`src/rtl/stall_ctrl.sv`:
```
// stall_ctrl: decode-stage stall counter; load-use detection compiled in with STALL_CTRL_LOADUSE_EN
module stall_ctrl #(
  parameter int CNT_W     = 6,
  parameter int BR_SLOTS  = 3,
  parameter int J_SLOTS   = 3,
  parameter int JR_SLOTS  = 3,
  parameter int DIV_SLOTS = 34,
  parameter int LU_SLOTS  = 1
) (
  input  logic             clk,
  input  logic             reset,
  input  logic [31:0]      instr,
  input  logic             instr_valid,
  input  logic             flush,
  input  logic             div_done,
  output logic             en_reg,
  output logic             nop,
  output logic             busy,
  output logic [CNT_W-1:0] stall_cnt
);
  localparam int MAX = (1 << CNT_W) - 1;
  if (BR_SLOTS > MAX || J_SLOTS > MAX || JR_SLOTS > MAX || DIV_SLOTS > MAX || LU_SLOTS > MAX) begin : g_bad
    $error("stall_ctrl: slot parameter exceeds counter range");
  end
  logic [5:0] op, fn;
  logic [CNT_W-1:0] cnt, cnt_nx, slots, load_cnt;
  logic hold, is_div, cls_hold, cls_div, is_jr, accept, load_lu;
  assign op = instr[31:26];
  assign fn = instr[5:0];
  assign accept = instr_valid && cnt == '0 && !flush;
  always_comb begin
    is_jr = op == 6'd0 && fn == 6'd8;
    cls_div = op == 6'd0 && (fn == 6'd27 || fn == 6'd25);
    cls_hold = op == 6'd2 || op == 6'd3 || is_jr;
    slots = (op == 6'd4 || op == 6'd5) ? CNT_W'(BR_SLOTS) :
            (op == 6'd2 || op == 6'd3) ? CNT_W'(J_SLOTS) :
            is_jr ? CNT_W'(JR_SLOTS) :
            cls_div ? CNT_W'(DIV_SLOTS) : '0;
  end
`ifdef STALL_CTRL_LOADUSE_EN
  // lw_rt holds the destination of the last accepted LW (0 = none pending)
  logic [4:0] lw_rt;
  logic [CNT_W:0] lu_sum;
  logic lock, unused_bits;
  assign unused_bits = ^instr[15:6];
  assign load_lu = lw_rt != 5'd0 && (instr[25:21] == lw_rt || instr[20:16] == lw_rt);
  assign lu_sum = {1'b0, slots} + (CNT_W + 1)'(LU_SLOTS);
  assign load_cnt = load_lu ? (lu_sum[CNT_W] ? '1 : lu_sum[CNT_W-1:0]) : slots;
  always_ff @(posedge clk or negedge reset) begin
    if (!reset) begin
      lw_rt <= '0;
      lock <= 1'b0;
    end else if (accept) begin
      lw_rt <= op == 6'd35 ? instr[20:16] : 5'd0;
      lock <= load_lu;
    end
  end
  assign en_reg = !(hold && cnt > CNT_W'(1)) && !(lock && cnt != '0);
`else
  logic unused_bits;
  assign unused_bits = ^instr[25:6];
  assign load_lu = 1'b0;
  assign load_cnt = slots;
  assign en_reg = !(hold && cnt > CNT_W'(1));
`endif
  always_comb
    cnt_nx = flush ? '0 :
             cnt != '0 ? ((div_done && is_div) ? '0 : cnt - 1'b1) :
             instr_valid ? load_cnt : '0;
  always_ff @(posedge clk or negedge reset) begin
    if (!reset) begin
      cnt <= '0;
      hold <= 1'b0;
      is_div <= 1'b0;
    end else begin
      cnt <= cnt_nx;
      if (accept) begin
        hold <= cls_hold || load_lu;
        is_div <= cls_div && !load_lu;
      end
    end
  end
  assign nop = cnt != '0;
  assign busy = cnt != '0;
  assign stall_cnt = cnt;
endmodule

```
`config.mk`:
```
export PLATFORM = sky130hd
export DESIGN_NAME = stall_ctrl
export DESIGN_NICKNAME = d
export VERILOG_FILES = /design/src/rtl/stall_ctrl.sv
export SDC_FILE = /design/constraint.sdc
export NUM_CORES = 1
export LEC_CHECK = 0
export ABC_AREA = 1
export BUFFER_PORTS_ARGS = -buffer_cell sky130_fd_sc_hd__buf_4
export CAP_MARGIN = 5
export CORE_MARGIN = 1
export CORE_UTILIZATION = 39
export CTS_CLUSTER_DIAMETER = 40
export CTS_CLUSTER_SIZE = 8
export DETAILED_ROUTE_END_ITERATION = 10
export PLACE_DENSITY = 0.85
export SLEW_MARGIN = 10
export SYNTH_ARGS = -nofsm -noshare
export SYNTH_HDL_FRONTEND = slang
export SYNTH_SLANG_ARGS = --single-unit
```
`constraint.sdc`:
```
create_clock -name clk -period 2.6 [get_ports clk]
set_input_delay 0.13 -clock clk [delete_from_list [all_inputs] [get_ports clk]]
set_output_delay 0.13 -clock clk [all_outputs]
set_load 0.005 [all_outputs]
```
==> flow_summary.toml, run 1 <==
[critical_path]
endpoint_kind = "output pin"
worstSetupPathType = "flip-flop to output pin"
crit_required_ps = 2470
worst-path-max-fanout = 5
startpoint_type = "flip-flop"
cp.arrival_ps = 1320

[pwr]
ir_worst_vdd_mv = 0.399
p_per_area_mw_per_mm2 = 1030
leakagePower_nw = 0.429

[synthesis]
syn_inst = 77
yosysSeqAreaShare_pct = 37.0
syn-cell-area_sq_um = 541
netlist-cell-type-count = 17
synth_seq_cells = 8
yosysTopAreaCellShare_pct = 37.0
yosys_warnings = 0
synth_most_common_cell = "nand2_1"
synth_top_area_cell = "dfrtp_1"
synthTopCellsByCount = "18 x nand2_1, 17 x nor2_1, 8 x dfrtp_1, 8 x inv_1, 8 x nand3_1"
synthArstFlopShare_pct = 100
syn_nets = 116
synth_edf_count = 0
synthFlopType = "dfrtp_1"
synth_area_leaders = "dfrtp_1 37%, nand2_1 13%, nor2_1 12%"
synth_area_per_cell_sq_um = 7.02

[cts]
clk_pin_slew_ps = 50
cts_tree = "done"
clkLatencyLatePin_ps = 260
cts-htree-levels = 1
cts-root-buf = "clkbuf_4"
clock-sinks = 8
post_cts_resized = 0
clockBufferDepth = 2
numCtsBuffers = 3

[placed_design]
dp_hpwl_um = 988
io_buffers = 25
place_ws_ps = 1220
dp.cells = 116
place_congestion = 0.754

[floorplan]
core_sq_mm = 0.00130
rows = 13
die_area_sq_mm = 0.00154
io_pins = 46
start_util_pct = 41.5
die_height_um = 39.2
die_x_um = 39.2

[sta]
max_slew_margin_pct = 85.4
finalSetupTns_ps = 0
timing.final.crit_share_pct = 55.8
setup-violations-final = 0
fin_ws_ps = 1150
rsz0062_at_grt = "no"
timing.hold.ws_ps = 191
timing.fmax_ghz = 0.689
final.min_clock_period_ps = 1450
slew_viol_final = 0
hold_viol = 0
skew_ps = 0.673
tightest_slew_ps = 220

[outcome]
status = "finished clean"

[cells_and_area]
drive_gt1_share_pct = 36.2
stdcell_count = 120
nNetsFinal = 146
antenna_cells = 0
syn2layout_area_growth_pct = 42.8

[detailed_routing]
wl_um = 1140
ant_nets = 0
viasPerCell = 4.73
drt_pass1_iterations = 3
drt_iter0_drc = 3
num_vias = 567
post-route-drc-count = 0
wl_per_cell_um = 9.53

[flow_run]
drv_cap = 0

[grt]
grt_usage_pct = 19.2
first_global_vias = 511
grt_pass1_wl_um = 1950
antenna_found_initial = 0
grt_overflow = 0
grt_max_degree = 9

[hold_path]
hp-class = "input port to flip-flop"
[power by group]
part / total (mW) / internal, mW / leakage [nW] / switching, mW
clock network: 0.0977 / 0.0530 / 0.0138 / 0.0448
registers: 0.233 / 0.173 / 0.107 / 0.0597
logic: 0.463 / 0.229 / 0.309 / 0.233
[registers in the layout, indices dropped and copies added, names as in the netlist]
name	count
hold	1
is_div	1
stall_cnt	6
[what timing repair did]
item                                   4_1_cts  5_1_grt
hold buffers                                 1        0
endpoints found under the hold margin        8        0
setup buffers                                0        0
[path summary, 6_finish.rpt]
path / slack (ps) / endpoint / startpoint / depth (start not counted)
max in group asynchronous: 2250 / is_div / reset / 2
worst max register to register: 1210 / stall_cnt[5] / stall_cnt[0] / 8
min in group asynchronous: 220 / stall_cnt[4] / reset / 2
worst min register to register: 480 / hold / hold / 2
worst max-delay path: 1150 / en_reg / stall_cnt[0] / 5
worst min-delay path: 190 / stall_cnt[0] / flush / 4
[cell type report]
cell class	instances	area, sq um
Timing Repair Buffer	26	198
Inverter	9	33.8
Fill cell	129	529
Multi-Input combinational cell	59	299
Clock buffer	3	22.5
Tap cell	15	18.8
Sequential cell	8	200
[cell usage in the layout, fill, tap and decap left out, drive strengths merged]
cell	netlist	final
nor2	21	21
dlygate4sd3	0	1
or2	2	2
nand2	20	20
xor2	1	1
dfrtp	8	8
inv	9	9
ha	2	2
a21oi	2	2
clkbuf	0	3
buf	1	25
nand3	10	10
xnor2	1	1
[metal layers]
layer  up-vias  global-route usage [%]  wire length [um]
met4         0                    7.76                21
met3         3                    3.47                87
met2        24                    35.8               608
li1        294                       -                 -
met1       246                    20.7               427
met5         -                       0                 0
[critical path, stage by stage, from the launching register on]
cell and delay [ps]:
dfrtp_1 390, inv_1 120, ha_1 220, nand3_2 140, nand3_1 90, buf_4 100
[kinds of logic after synthesis]
group           count (synthesis)  synth area share [%]
compound gates                  2                  1.85
simple gates                   53                  45.6
flops                           8                  37.0
fa+ha+maj                       2                  4.63
buf+inv                        10                  7.64
xor+xnor                        2                  3.24
[through the flow]
| stage | power [mW] | instance area, sq um | util, % |
|---|---|---|---|
| after detailed placement | 0.701 | 739 | 56.8 |
| after CTS | 0.802 | 772 | 59.3 |
| after floorplan | 0.532 | 541 | - |
| after global placement | 0.682 | 739 | 56.8 |
| final | 0.793 | 772 | 59.3 |
| after global routing | 0.874 | 772 | 59.3 |
Power figures use the tool's default switching activity.
==> run 2, diff against run 1 <==
--- a/config.mk
+++ b/config.mk
@@ -9,11 +9,11 @@
 export BUFFER_PORTS_ARGS = -buffer_cell sky130_fd_sc_hd__buf_4
 export CAP_MARGIN = 5
 export CORE_MARGIN = 1
-export CORE_UTILIZATION = 39
+export CORE_UTILIZATION = 36
 export CTS_CLUSTER_DIAMETER = 40
 export CTS_CLUSTER_SIZE = 8
 export DETAILED_ROUTE_END_ITERATION = 10
-export PLACE_DENSITY = 0.85
+export PLACE_DENSITY = 0.79
 export SLEW_MARGIN = 10
 export SYNTH_ARGS = -nofsm -noshare
 export SYNTH_HDL_FRONTEND = slang
==> constraint.sdc (replaced) <==
create_clock -name clk -period 1.35 [get_ports clk]
set_input_delay 0.0675 -clock clk [delete_from_list [all_inputs] [get_ports clk]]
set_output_delay 0.0675 -clock clk [all_outputs]
set_load 0.005 [all_outputs]
==> flow_summary.toml, run 2 (synthesis gave the netlist of run 1 again) <==
[pwr]
leakagePower_nw = 0.450
clkPwrFrac_pct = 10.5
power_switching_mw = 0.736
internal_power_mw = 1.02
swShare_pct = 41.9
p_per_area_mw_per_mm2 = 2110
ir_worst_vdd_mv = 0.721
combinationalPowerShare_pct = 62.8
seqPwrFrac_pct = 26.7

[sta]
tightest_slew_ps = 260
finalSetupTns_ps = 0
setup-violations-final = 0
hold_viol = 0
final.min_clock_period_ps = 1320
max_slew_margin_pct = 82.7
timing.final.crit_share_pct = 98.1
skew_ps = 3.30
slew_viol_final = 0
timing.fmax_ghz = 0.755

[placed_design]
place_congestion = 0.699
io_buffers = 25
dp_hpwl_um = 979
placed_cell_area_sq_um = 777

[grt]
grt_max_degree = 9
grt_usage_pct = 17.2
grt_pass1_wl_um = 1880
antenna_found_initial = 0
grt_overflow = 0
first_global_vias = 515

[cells_and_area]
antenna_cells = 0
syn2layout_area_growth_pct = 53.9
regArea_sq_um = 203
multi_input_area_sq_um = 319
nFillCells = 123
nNetsFinal = 151
final_common_cell = "buf_4"
drive_gt1_share_pct = 44.5
mostFrequentLayoutCells = "30 x buf_4, 18 x nand2_1, 17 x nor2_1"
largest_reg_flops = 6
design_area_sq_um = 832

[floorplan]
io_pins = 46
die_area_sq_mm = 0.00166
core_sq_mm = 0.00135
die_height_um = 40.8
die_x_um = 40.8
start_util_pct = 40.0
rows = 13

[flow_run]
drv_cap = 0

[cts]
clock-sinks = 8
numCtsBuffers = 3
cts-htree-levels = 1
clk_pin_slew_ps = 60
clockBufferDepth = 2
cts_tree = "done"
clkLatencyLatePin_ps = 250
cts-root-buf = "clkbuf_4"

[critical_path]
r2r_end = "stall_cnt[5]"
worstSetupPathType = "flip-flop to output pin"
endpoint = "en_reg"
endpoint_kind = "output pin"
worst-path-max-fanout = 2
crit_required_ps = 1280
startpoint_type = "flip-flop"
crit_path_start = "stall_cnt[1]"
cp.arrival_ps = 1260
rr_startpoint = "stall_cnt[0]"
r2r_setup_slack_ps = 90
rr_worst_depth = 8

[detailed_routing]
num_vias = 589
drt_iter0_drc = 8
drt_pass1_iterations = 6
wl_per_cell_um = 10.3
wl_um = 1290
viasPerCell = 4.71
ant_nets = 0
post-route-drc-count = 0

[hold_path]
hp-class = "input port to flip-flop"

[outcome]
status = "finished clean"
==> run 2: worst min path at each step <==
stage,startpoint,endpoint,slack [ps],depth (start not counted)
3_3_place_gp,reset,stall_cnt[3],-110,1
4_1_cts,flush,stall_cnt[0],120,4
5_1_grt,flush,stall_cnt[0],170,4
6_report,flush,stall_cnt[0],150,4
2_1_floorplan,reset,hold,-230,0
3_5_place_dp,reset,stall_cnt[2],-110,1
==> run 2: cell type report <==
class                           count  share of cell area, %
Clock buffer                        3                   2.71
Inverter                            9                   4.06
Multi-Input combinational cell     59                   38.3
Sequential cell                     8                   24.4
Tap cell                           15                   2.26
Timing Repair Buffer               31                   28.3
==> run 2: what timing repair did <==
item	in CTS	in global routing
setup endpoints to repair	3	1
buffers inserted	0	2
hold buffers	1	0
endpoints found under the hold margin	8	0
pin swaps	1	2
resized for setup	4	4
==> run 2: metal layers <==
layer	global-route usage, %	wire [um]	vias to the layer above
li1	-	-	302
met1	15.2	477	260
met2	36.1	716	25
met3	2.72	81	2
met4	8.33	9	0
met5	0	0	-
==> run 2: metrics by stage <==
| step | utilization, % | setup slack (ps) | total power [mW] | hold WS [ps] | instances |
|---|---|---|---|---|---|
| after detailed placement | 57.6 | 36.2 | 1.49 | -108 | 121 |
| after global placement | 57.6 | 63.2 | 1.46 | -111 | 121 |
| after CTS | 60.9 | 0.290 | 1.74 | 122 | 125 |
| after global routing | 61.6 | -35.8 | 1.90 | 167 | 125 |
| after floorplan | - | 71.0 | 1.02 | -228 | 77 |
| final | 61.6 | 26.3 | 1.76 | 145 | 125 |
==> run 2: power groups by stage <==
stage          Clock (mW)  Combinational [mW]  Sequential, mW
3_5_place_dp            0                1.05           0.442
3_3_place_gp            0                1.02           0.440
2_1_floorplan           0               0.577           0.446
4_1_cts             0.189                1.10           0.445
6_report            0.185                1.10           0.468
5_1_grt             0.201                1.22           0.477
==> run 2: worst max-delay path, stage by stage (launching register included) <==
cell	delay (ps)
dfrtp_1	390
inv_2	90
buf_4	100
ha_2	150
nand3_1	80
nand3_1	90
buf_4	110
